## config.mk

```make
export PLATFORM = sky130hd
export DESIGN_NAME = debouncer_multi_flat
export DESIGN_NICKNAME = d
export VERILOG_FILES = /design/src/rtl/debouncer_multi_if.sv /design/src/rtl/debouncer_multi.sv /design/src/flat_wrapper.sv
export SDC_FILE = /design/constraint.sdc
export NUM_CORES = 1
export LEC_CHECK = 0
export ABC_AREA = 1
export BUFFER_PORTS_ARGS = -buffer_cell sky130_fd_sc_hd__clkbuf_2
export CORE_MARGIN = 10
export CORE_UTILIZATION = 31
export DETAILED_ROUTE_END_ITERATION = 8
export GPL_TIMING_DRIVEN = 0
export MAX_ROUTING_LAYER = met4
export PLACE_DENSITY_LB_ADDON = 0.25
export SLEW_MARGIN = 25
export SYNTH_ARGS = -nofsm -noshare
export SYNTH_HDL_FRONTEND = slang
export SYNTH_SLANG_ARGS = --single-unit
```

## constraint.sdc

```tcl
create_clock -name i_clk -period 1.5 [get_ports i_clk]
set_input_delay 0.375 -clock i_clk [delete_from_list [all_inputs] [get_ports i_clk]]
set_output_delay 0.375 -clock i_clk [all_outputs]
set_load 0.02 [all_outputs]
```

## src/rtl/debouncer_multi_if.sv

```systemverilog
// Raw-input / debounced-output bundle for debouncer_multi.
// Latency: none (wires only).
// Backpressure: none; the outputs are free-running levels and one-cycle ticks.
interface debouncer_multi_if #(
    parameter int CHANNELS = 4,
    parameter int CNT_W    = 22
);
    logic [CHANNELS-1:0] i_signal;
    logic [CNT_W-1:0]    i_period;
    logic [CHANNELS-1:0] o_db_level;
    logic [CHANNELS-1:0] o_rise_tick;
    logic [CHANNELS-1:0] o_fall_tick;
    logic                o_any_tick;

    modport master (
        output i_signal,
        output i_period,
        input  o_db_level,
        input  o_rise_tick,
        input  o_fall_tick,
        input  o_any_tick
    );

    modport slave (
        input  i_signal,
        input  i_period,
        output o_db_level,
        output o_rise_tick,
        output o_fall_tick,
        output o_any_tick
    );
endinterface

```

## src/rtl/debouncer_multi.sv

```systemverilog
// Multi-channel debouncer: a level must hold for i_period clocks before it is accepted.
// Latency: P+2 clocks from the first sample to the level change, plus 2 with DEBOUNCER_MULTI_SYNC_EN.
// Backpressure: none; ticks are single-cycle pulses that must be consumed when they appear.
module debouncer_multi #(
    parameter int CHANNELS = 4,
    parameter int CNT_W    = 22
) (
    input  logic              i_clk,
    input  logic              i_nrst,
    debouncer_multi_if.slave  bus
);
    typedef enum logic [1:0] {ZERO, WAIT1, ONE, WAIT0} state_t;

    localparam logic [CNT_W-1:0] CNT_ONE = {{(CNT_W-1){1'b0}}, 1'b1};

    logic [CHANNELS-1:0] s;
    logic [CHANNELS-1:0] level_d;
    logic [CHANNELS-1:0] level_q;
    logic [CHANNELS-1:0] rise_q;
    logic [CHANNELS-1:0] fall_q;

`ifdef DEBOUNCER_MULTI_SYNC_EN
    logic [CHANNELS-1:0] sync1_q;
    logic [CHANNELS-1:0] sync2_q;

    always_ff @(posedge i_clk or negedge i_nrst) begin
        if (!i_nrst) begin
            sync1_q <= '0;
            sync2_q <= '0;
        end else begin
            sync1_q <= bus.i_signal;
            sync2_q <= sync1_q;
        end
    end

    assign s = sync2_q;
`else
    assign s = bus.i_signal;
`endif

    for (genvar n = 0; n < CHANNELS; n++) begin : g_ch
        state_t           state_q;
        state_t           state_d;
        logic [CNT_W-1:0] cnt_q;
        logic [CNT_W-1:0] cnt_d;

        always_ff @(posedge i_clk or negedge i_nrst) begin
            if (!i_nrst) begin
                state_q <= ZERO;
                cnt_q   <= '0;
            end else begin
                state_q <= state_d;
                cnt_q   <= cnt_d;
            end
        end

        // i_period is only looked at on load, so mid-count changes are ignored.
        always_comb begin
            state_d = state_q;
            cnt_d   = cnt_q;
            case (state_q)
                ZERO: begin
                    if (s[n]) begin
                        state_d = WAIT1;
                        cnt_d   = bus.i_period;
                    end
                end
                WAIT1: begin
                    if (!s[n])              state_d = ZERO;
                    else if (cnt_q != '0)   cnt_d   = cnt_q - CNT_ONE;
                    else                    state_d = ONE;
                end
                ONE: begin
                    if (!s[n]) begin
                        state_d = WAIT0;
                        cnt_d   = bus.i_period;
                    end
                end
                WAIT0: begin
                    if (s[n])               state_d = ONE;
                    else if (cnt_q != '0)   cnt_d   = cnt_q - CNT_ONE;
                    else                    state_d = ZERO;
                end
                default: begin
                    state_d = ZERO;
                    cnt_d   = '0;
                end
            endcase
        end

        assign level_d[n] = (state_q == ONE) || (state_q == WAIT0);
    end

    // Ticks come from the level register's own edge, so reset (which clears it) never yields a fall tick.
    always_ff @(posedge i_clk or negedge i_nrst) begin
        if (!i_nrst) begin
            level_q <= '0;
            rise_q  <= '0;
            fall_q  <= '0;
        end else begin
            level_q <= level_d;
            rise_q  <= level_d & ~level_q;
            fall_q  <= ~level_d & level_q;
        end
    end

    assign bus.o_db_level  = level_q;
    assign bus.o_rise_tick = rise_q;
    assign bus.o_fall_tick = fall_q;
    assign bus.o_any_tick  = |{rise_q, fall_q};
endmodule

```

## src/flat_wrapper.sv

```systemverilog
// flat-port wrapper written by rule: the top's interface ports become plain ports
module debouncer_multi_flat 
#(
    parameter int CHANNELS = 4,
    parameter int CNT_W    = 22
)
  (i_clk, i_nrst, bus_i_signal, bus_i_period, bus_o_db_level, bus_o_rise_tick, bus_o_fall_tick, bus_o_any_tick);
  debouncer_multi_if #(.CHANNELS(CHANNELS), .CNT_W(CNT_W)) bus_i ();
  input  logic i_clk;
  input  logic i_nrst;
  input wire logic [$bits(bus_i.i_signal)-1:0] bus_i_signal;
  input wire logic [$bits(bus_i.i_period)-1:0] bus_i_period;
  output wire logic [$bits(bus_i.o_db_level)-1:0] bus_o_db_level;
  output wire logic [$bits(bus_i.o_rise_tick)-1:0] bus_o_rise_tick;
  output wire logic [$bits(bus_i.o_fall_tick)-1:0] bus_o_fall_tick;
  output wire logic [$bits(bus_i.o_any_tick)-1:0] bus_o_any_tick;
  assign bus_i.i_signal = bus_i_signal;
  assign bus_i.i_period = bus_i_period;
  assign bus_o_db_level = bus_i.o_db_level;
  assign bus_o_rise_tick = bus_i.o_rise_tick;
  assign bus_o_fall_tick = bus_i.o_fall_tick;
  assign bus_o_any_tick = bus_i.o_any_tick;
  debouncer_multi #(.CHANNELS(CHANNELS), .CNT_W(CNT_W)) u_core (.i_clk(i_clk), .i_nrst(i_nrst), .bus(bus_i));
endmodule
```

==> results.py <==
metrics = {
    "job": {
        "cap_viol_max_count": 0,
    },
    "sta": {
        "skew_ns": 0.01163,
        "max_clock_freq_mhz": 607.4,
        "fin_ws_ns": -0.1464,
        "finalCritPeriodShare": 1.098,
        "rsz0062_at_grt": "yes",
        "setup_tns_ns": -5.024,
        "final-setup-viol-count": 78,
        "slew_headroom": 0.6091,
        "fin_crit_ns": 1.646,
        "worstMarginPinSlew_ns": 0.5863,
        "hold_violations": 0,
        "slew_viol_final": 0,
    },
    "pwr": {
        "power.internal_w": 0.007419,
        "power_density_nw_per_um2": 1265,
        "vdd_drop_max_uv": 544.2,
        "p_comb_frac": 0.470,
        "switchingPower_w": 0.005710,
        "swShare": 0.4349,
        "p_seq_frac": 0.335,
        "p_leak_nw": 5.049,
        "pwr-share-clk": 0.195,
    },
    "floorplan": {
        "die_area_um2": 30510,
        "initial_utilization": 0.3159,
        "fp.dieH_um": 174.7,
        "core_um2": 23470,
        "num_rows": 56,
        "io_pins": 41,
        "die_w_um": 174.7,
    },
    "routing": {
        "dr.pass1.iters": 5,
        "viasPerCell": 4.841,
        "post-route-drc-count": 0,
        "drt_iter0_markers": 633,
        "vias": 7900,
        "finalWirelength_um": 26310,
        "wl_per_cell_um": 16.12,
        "antenna_left": 0,
    },
    "placed_design": {
        "port_buffers": 40,
        "routabilityCongestion": 0.8660,
        "dp_slack_ns": -0.3287,
        "hpwl_um": 16830,
    },
    "clocking": {
        "cts_tree": "done",
        "clkLatencyLatePin_ns": 0.37,
        "numCtsBuffers": 9,
        "clock_path_buffers": 2,
        "clock-sinks": 108,
        "root_buffer": "clkbuf_16",
        "h-tree-depth": 3,
        "clkTransAtPathRegs_ns": 0.08,
    },
    "grt": {
        "grt_max_degree": 78,
        "grt_overflow": 0,
        "grt_pass1_wl_um": 40930,
        "grtUsageTotal": 0.1719,
        "antenna_found_initial": 0,
        "grt_pass1_vias": 7589,
    },
    "yosys": {
        "yosysSeqAreaShare": 0.3644,
        "synth_top_cell_by_area": "dfrtp_1",
        "avgSynthCellArea_um2": 6.437,
        "synth.area.top_cells": "dfrtp_1 36%, nand2_1 21%, nor2_1 10%, nand3_1 7.1%, inv_1 5.4%",
        "syn_area_um2": 7416,
        "synth_cells": 1152,
        "synthDominantCellAreaShare": 0.3644,
        "synth.net_count": 1184,
        "synth_seq_cells": 108,
        "ys_types": 36,
        "ys.warnings.count": 0,
    },
    "outcome": {
        "status": "finished, violations left",
        "failed_checks": "setup timing",
    },
    "critical_path": {
        "cp_slowest_stage_delay_ns": 0.39,
        "reg2reg_slack_ns": -0.15,
        "cp.required_ns": 1.76,
        "slowest_stage": "dfrtp_1",
        "crit_family": "simple AND/OR/NAND/NOR gates",
        "critical_path_buf_inv_count": 3,
        "crit_arrival_ns": 1.91,
        "critPathCaptureType": "register",
        "criticalPathCategory": "register to register",
        "cp-start-kind": "register",
        "crit_chain": "inv_2 > ha_4 > nand2_4 > nor2_4 > nand2_2 > nor2_2 > nand2_2 > nand2_8 > inv_8 > buf_12 > nand2_4 > o21ai_2",
        "crit_fanout": 8,
    },
    "finish": {
        "drive_gt1_frac": 0.3382,
        "num_antenna_cells": 0,
        "final_nets": 1340,
        "syn_to_final_growth_pct": 39.97,
    },
    "worst_hold_path": {
        "min_path_type": "input pin to register",
    },
}
[Yosys cell counts, drive strengths merged]
cell / number
nand2: 425
nor2: 218
inv: 111
nand3: 110
dfrtp: 108
o21ai: 83
buf: 19
clkbuf: 17
nand4: 14
xor2: 13
a21oi: 11
nor3: 5
ha: 4
nand3b: 4
a31oi: 2
nor4: 2
o21bai: 2
a21boi: 1
a22oi: 1
o31ai: 1
xnor2: 1
[flip-flops by register name, summed over array words and instances, names as in the netlist, named ones only]
register,flops
u_core.bus.o_db_level,4
u_core.bus.o_rise_tick,4
u_core.bus.o_fall_tick,4
u_core.g_ch.state_q,4
u_core.g_ch.cnt_q,88
[worst register-to-register path, stage by stage (launching register included)]
cell and delay, ns:
dfrtp_1 0.39, inv_2 0.09, ha_4 0.14, nand2_4 0.05, nor2_4 0.14, nand2_2 0.08, nor2_2 0.09, nand2_2 0.11
nand2_8 0.14, inv_8 0.06, buf_12 0.15, nand2_4 0.06, o21ai_2 0.05
[power by group through the flow]
stage                     combinational, W  sequential (W)  clock (W)
after floorplan                    0.00307         0.00414          0
after global placement             0.00395         0.00432          0
after detailed placement           0.00402         0.00432          0
after CTS                          0.00526         0.00428    0.00261
after global routing               0.00682         0.00448    0.00271
final                              0.00616         0.00440    0.00257
[routing by layer]
metal / track usage / wire length [um] / part of all wire / vias up
met3: 0.02695 / 1161 / 0.044 / 54
li1: - / - / - / 3933
met5: - / 0 / 0 / -
met1: 0.2141 / 11660 / 0.44 / 3708
met4: 0.05475 / 940 / 0.036 / 0
met2: 0.2805 / 12550 / 0.48 / 205
[cell families (layout without fill, tap and decap cells)]
family / count (synthesis) / count (layout) / synth area share
and+or+nand+nor: 778 / 778 / 0.4434
AOI/OAI and AO/OA: 101 / 101 / 0.08183
buffers and inverters: 147 / 308 / 0.08706
DFF: 108 / 108 / 0.3644
adders and majority gates: 4 / 4 / 0.006749
xor gates and xnor gates: 14 / 14 / 0.01653
[layout by cell type (no fill, tap or decap), types with 10 or more instances in the layout]
master,netlist,routed
nand2_1,416,346
nor2_1,201,129
dfrtp_1,108,96
inv_1,106,92
nand3_1,105,90
buf_4,6,79
nor2_2,12,51
nand2_2,6,51
o21ai_0,63,45
clkbuf_2,0,43
nor2_4,4,37
o21ai_2,20,26
nand2_4,3,25
inv_2,2,15
buf_6,8,15
nand3_2,3,15
buf_8,0,13
nand4_1,13,13
o21ai_1,0,12
dfrtp_2,0,12
clkbuf_1,17,11
clkbuf_16,0,11
xor2_1,13,10
[final timing paths]
| kind | depth (start not counted) | endpoint | from |
|---|---|---|---|
| worst max-delay path | 12 | u_core.g_ch[2].cnt_q[1]$_DFFE_PN0P_ | u_core.g_ch[2].cnt_q[0]$_DFFE_PN0P_ |
| min in group asynchronous | 2 | u_core.g_ch[1].cnt_q[14]$_DFFE_PN0P_ | i_nrst |
| max in group asynchronous | 3 | u_core.g_ch[0].cnt_q[7]$_DFFE_PN0P_ | i_nrst |
| worst min-delay path | 3 | register | bus_i_signal[1] |
| worst min register to register | 1 | u_core.bus.o_rise_tick[2]$_DFF_PN0_ | u_core.bus.o_db_level[2]$_DFF_PN0_ |
| worst max register to register | 12 | u_core.g_ch[2].cnt_q[1]$_DFFE_PN0P_ | u_core.g_ch[2].cnt_q[0]$_DFFE_PN0P_ |
[layout make-up]
cell class / count / area, um^2
plain buffers: 34 / 272.8
flip-flops and latches: 108 / 2718
clock inverters: 7 / 72.57
fillers: 2365 / 13090
clock buffers: 9 / 225.2
multi-input cells: 897 / 4956
inverters: 111 / 446.7
repair buffers: 147 / 1290
well taps: 319 / 399.1
[per-stage QoR]
step                      instances  cell area [um^2]  total power (W)  hold WS [ns]    util
after floorplan                1152              7473         0.007205       0.07941       -
after global placement         1511              8073         0.008268        0.4331  0.3439
after detailed placement       1512              8109         0.008340        0.3061  0.3455
after CTS                      1604              9613          0.01215        0.2723  0.4095
after global routing           1632             10380          0.01401        0.2938  0.4422
final                          1632             10380          0.01313        0.2797  0.4422
[repair_timing]
item                       4_1_cts  5_1_grt
setup endpoints to repair       93       94
pin swaps                       52       73
hold endpoints to repair        31        0
gates cloned                     9        2
hold buffers                     1        0
buffers inserted                67       29
gates resized for setup        165      175
Power figures use the tool's default switching activity.
